`config.mk`:
```
export PLATFORM = sky130hd
export DESIGN_NAME = branch_predictor
export DESIGN_NICKNAME = d
export VERILOG_FILES = /design/src/rtl/branch_predictor.sv
export SDC_FILE = /design/constraint.sdc
export NUM_CORES = 2
export LEC_CHECK = 0
export BUFFER_PORTS_ARGS = -buffer_cell sky130_fd_sc_hd__buf_2
export CORE_MARGIN = 3
export CORE_UTILIZATION = 50
export CTS_CLUSTER_DIAMETER = 100
export CTS_CLUSTER_SIZE = 30
export DETAILED_ROUTE_END_ITERATION = 7
export PLACE_DENSITY = 0.67
export SYNTH_ARGS = -nofsm -noshare
export SYNTH_HDL_FRONTEND = slang
export SYNTH_SLANG_ARGS = --single-unit
```
`constraint.sdc`:
```
create_clock -name clk -period 70.9 [get_ports clk]
set_input_delay 3.545 -clock clk [delete_from_list [all_inputs] [get_ports clk]]
set_output_delay 3.545 -clock clk [all_outputs]
set_load 0.02 [all_outputs]
```
`src/rtl/branch_predictor.sv`:
```
// Direct-mapped BTB with per-entry saturating counters; combinational IF lookup, EX-trained.
// Define BP_STATS_EN to build the update/mispredict statistics counters (tied to zero otherwise).
module branch_predictor #(
  parameter int ENTRIES = 16,
  parameter int CNT_W   = 2
) (
  input  logic        clk,
  input  logic        reset,
  input  logic [31:0] lk_pc,
  output logic        pred_taken,
  output logic [31:0] pred_target,
  input  logic        upd_valid,
  input  logic [31:0] upd_pc,
  input  logic        upd_taken,
  input  logic [31:0] upd_target,
  input  logic        upd_mispredict,
  input  logic        flush,
  output logic [31:0] stat_updates,
  output logic [31:0] stat_mispredicts
);
  localparam int IDX_W = $clog2(ENTRIES);
  localparam int TAG_W = 30 - IDX_W;
  localparam logic [CNT_W-1:0] CNT_MAX = '1;
  localparam logic [CNT_W-1:0] CNT_WT  = CNT_W'(1 << (CNT_W - 1));
  localparam logic [CNT_W-1:0] CNT_RST = CNT_W'((1 << (CNT_W - 1)) - 1);

  logic [ENTRIES-1:0] valid_q, valid_d;
  logic [TAG_W-1:0]   tag_q    [ENTRIES];
  logic [TAG_W-1:0]   tag_d    [ENTRIES];
  logic [31:0]        target_q [ENTRIES];
  logic [31:0]        target_d [ENTRIES];
  logic [CNT_W-1:0]   cnt_q    [ENTRIES];
  logic [CNT_W-1:0]   cnt_d    [ENTRIES];

  logic [IDX_W-1:0] lk_idx, upd_idx;
  logic [TAG_W-1:0] lk_tag, upd_tag;
  logic             lk_hit, upd_hit;

  assign lk_idx  = lk_pc[IDX_W+1:2];
  assign lk_tag  = lk_pc[31:IDX_W+2];
  assign upd_idx = upd_pc[IDX_W+1:2];
  assign upd_tag = upd_pc[31:IDX_W+2];

  assign lk_hit  = valid_q[lk_idx] && (tag_q[lk_idx] == lk_tag);
  assign upd_hit = valid_q[upd_idx] && (tag_q[upd_idx] == upd_tag);

  // Lookup reads registered state only, so a same-cycle update is never bypassed.
  assign pred_taken  = lk_hit && cnt_q[lk_idx][CNT_W-1];
  assign pred_target = lk_hit ? target_q[lk_idx] : 32'h0;

  always_comb begin
    valid_d  = valid_q;
    tag_d    = tag_q;
    target_d = target_q;
    cnt_d    = cnt_q;
    if (flush) begin
      valid_d = '0;
    end else if (upd_valid) begin
      if (upd_hit) begin
        if (upd_taken) begin
          if (cnt_q[upd_idx] != CNT_MAX) cnt_d[upd_idx] = cnt_q[upd_idx] + 1'b1;
          target_d[upd_idx] = upd_target;
        end else if (cnt_q[upd_idx] != '0) begin
          cnt_d[upd_idx] = cnt_q[upd_idx] - 1'b1;
        end
      end else if (upd_taken) begin
        valid_d[upd_idx]  = 1'b1;
        tag_d[upd_idx]    = upd_tag;
        target_d[upd_idx] = upd_target;
        cnt_d[upd_idx]    = CNT_WT;
      end
    end
  end

  always_ff @(posedge clk or posedge reset) begin
    if (reset) begin
      valid_q <= '0;
      for (int i = 0; i < ENTRIES; i++) begin
        tag_q[i]    <= '0;
        target_q[i] <= '0;
        cnt_q[i]    <= CNT_RST;
      end
    end else begin
      valid_q  <= valid_d;
      tag_q    <= tag_d;
      target_q <= target_d;
      cnt_q    <= cnt_d;
    end
  end

`ifdef BP_STATS_EN
  logic [31:0] stat_upd_q, stat_upd_d, stat_mis_q, stat_mis_d;
  logic        unused_bits;

  assign unused_bits = ^{lk_pc[1:0], upd_pc[1:0]};

  // An update dropped by a concurrent flush is not counted.
  always_comb begin
    stat_upd_d = stat_upd_q;
    stat_mis_d = stat_mis_q;
    if (upd_valid && !flush) begin
      stat_upd_d = stat_upd_q + 32'd1;
      if (upd_mispredict) stat_mis_d = stat_mis_q + 32'd1;
    end
  end

  always_ff @(posedge clk or posedge reset) begin
    if (reset) begin
      stat_upd_q <= '0;
      stat_mis_q <= '0;
    end else begin
      stat_upd_q <= stat_upd_d;
      stat_mis_q <= stat_mis_d;
    end
  end

  assign stat_updates     = stat_upd_q;
  assign stat_mispredicts = stat_mis_q;
`else
  logic unused_bits;

  assign unused_bits      = ^{lk_pc[1:0], upd_pc[1:0], upd_mispredict};
  assign stat_updates     = 32'h0;
  assign stat_mispredicts = 32'h0;
`endif

endmodule

```
==> metrics.cfg <==
[floorplan]
dieArea_mm2=0.1031
num_io_pins=199
placementRows=114
die_w_um=321.1
floorplan.initialDensity_pct=50.88
core_area_mm2=0.09756
chipHeight_um=321.1

[timing]
timing.slew.headroom_pct=16.14
report.final.slew_viol_count=0
finalCritPeriodShare_pct=17.29
highest_clock_rate_mhz=81.59
setup_viol_count_final=0
rsz0062_at_grt=no
tightestPinTransition_ns=1.258
post-route-min-period_ns=12.26
finClkSkew_ns=0.03642
fin_setup_tns_ns=0
final_critical_path_setup_slack_ns=58.64
timing_hold_violations_final=0

[clock_tree]
cts_num_sinks=976
clock_latency_ns=0.64
clkSlewWorstSetupHoldPaths_ns=0.11
hold_buffers=0
post_cts_resized=0
cts_root_buffer=clkbuf_16
clock_path_buffers=3
cts_post_setup_buffers_inserted=0
tritoncts.num_buffers=40
cts_tree=built
cts_max_level=2

[yosys]
seq_area_frac_synth_pct=49.24
synth-edff-count=0
synthCells=3233
synth_top_flop_cell=dfrtp_1
synth_area_mm2=0.04965
yosys_warnings=0
synth_cell_types=73
synth_top_cell_area_share_pct=48.39
synth_async_sr_flop_share_pct=100.0
postSynthAreaPerCell_um2=15.36
yosys_register_bits=976
synth_area_leader=dfrtp_1
synth.top_cells.by_area=dfrtp_1 (48%), mux2_2 (21%), mux4_2 (17%)

[grt]
grt_antenna_before_repair=17
global_route.overflow_total=0
gr-usage-met2_pct=43.21
grt.total_usage_pct=25.53
busiest_layer=met2
grt_max_degree=216
global_route_wire_length_before_repair_mm=199.1
global_route.usage.met1_pct=34.19
first_global_vias=30700
grtUsageMet3_pct=4.235

[worst_setup_path]
cp.required_ns=67.36
crit_fanout=58
rrSetupSlack_ns=65.76
startpoint_types=input port
worst_r2r_path_depth=10
worstPathArrival_ns=8.71
worstReg2RegStart=tag_q[66]
worst_r2r_endpoint=tag_q[92]
setup.worst_path.class=in2out
crit_path_end_kind=output pin

[cells_and_area]
final_cell_mix=dfrtp_1 (960), mux2_2 (909), mux4_2 (369)
drive_gt1_share_pct=49.69
stdcell_area_mm2=0.05211
finish.net_count=3260
area_delta_synth_final_pct=4.955
final_util_pct=53.41
final_common_cell=dfrtp_1

[routing]
route.detailed.vias_per_inst=6.437
route.detailed.drc=0
routed_wl_per_cell_um=29.35
drt_iter0_markers=2336
detail_route.wirelength_mm=131.3
via_count=28790
ant_nets=0
drt_pre_antenna_iters=5

[power]
leakagePower_uw=0.02358
peakVddDrop_mv=0.01761
power_uw=1189
power_density_mw_per_mm2=22.82

[min_path]
worst_hold_path_type=reg2reg
timing.hold.worst.start=target_q[126]
hold_path_depth=1
worstHoldEndpoint=target_q[126]

[placed_design]
dp.final_hpwl_mm=76.60
place_worst_setup_slack_ns=58.59
gpl.final_weighted_congestion=0.8316
placement.io_buffers=129
area_post_placement_mm2=0.05081

[job]
timing.max_cap.violations=0

[outcome]
run_status=finished, final reports clean

==> layout make-up <==
cell class              count  area, um2
repair buffers            178       1092
clock inverters            11      136.4
fillers                  7870      45460
diodes                     10      25.02
well taps                1276       1597
multi-input cells        1929      23560
flip-flops and latches    976      24440
clock buffers              61       1132
inverters                  31      123.9
==> kinds of logic (layout without fill, tap and decap cells) <==
group                      after synthesis  in the layout  share of synthesized area [%]
DFF                                    976            976                          49.24
buffers and inverters                  391            281                          4.000
muxes                                 1450           1450                          40.99
xor gates and xnor gates                51             51                         0.8997
AOI/OAI and AO/OA                      147            147                          2.281
adders and majority gates                2              2                        0.05040
and+or+nand+nor                        215            215                          2.533
other                                    1             74                       0.007554
==> stage by stage <==
| stage | instances | hold slack [ns] |
|---|---|---|
| 3_3_place_gp | 4390 | 0.4811 |
| 2_1_floorplan | 3296 | 0.4697 |
| 5_1_grt | 4464 | 0.5214 |
| 3_5_place_dp | 4390 | 0.4872 |
| 6_report | 4472 | 0.5106 |
| 4_1_cts | 4462 | 0.5133 |
==> power breakdown <==
| group | internal [uW] | switching, uW | total (uW) |
|---|---|---|---|
| registers | 628 | 44.4 | 672 |
| logic | 123 | 94.6 | 218 |
| clock network | 119 | 180 | 299 |
| total | 870 | 318 | 1190 |
==> worst max-delay path: stages <==
cell and delay [ns]:
buf_8 0.48, buf_4 0.89, mux4_2 0.59, nor2b_1 0.14, a211oi_1 0.26, a21oi_1 0.16, xnor2_1 0.37, nand4_1 0.30
nor4_2 0.87, nand4_1 0.17, buf_4 0.28, nor2b_1 0.21, buf_2 0.18
==> synthesized netlist by cell type, types with 7 or more instances <==
cell	count
dfrtp_1	960
mux2_2	909
mux4_2	369
clkbuf_1	185
mux2i_1	106
buf_4	88
mux2_1	66
nor2b_1	45
buf_1	42
nand2_1	42
a22oi_1	33
nor2_1	33
xnor2_1	32
inv_1	29
o21ai_0	26
buf_2	24
buf_6	21
xor2_1	19
nand4_1	18
dfstp_2	16
nand3_1	12
a211oi_1	10
o22ai_1	10
a21oi_1	9
o22ai_2	8
a221oi_1	7
nand2_4	7
nand2b_1	7
nor3_1	7
==> worst max-delay path by stage <==
stage | slack, ns | cells after the start | from | end
after global routing | 58.31 | 11 | lk_pc[2] | pred_target[16]
after global placement | 58.65 | 11 | lk_pc[2] | pred_target[1]
after detailed placement | 58.59 | 11 | lk_pc[2] | pred_taken
after CTS | 58.57 | 11 | lk_pc[2] | pred_taken
final | 58.64 | 13 | lk_pc[2] | pred_taken
after floorplan | 39.93 | 1 | reset | cnt_q[11]
==> registers in the layout, indices dropped and copies added (netlist names) <==
name	flops
target_q	512
tag_q	416
cnt_q	32
valid_q	16
==> routing by layer <==
layer	routed length (um)	vias to the layer above
met3	8225	242
met5	58	-
li1	-	11910
met4	4207	8
met1	53520	15670
met2	65250	959
(Power assumes the default switching activity.)
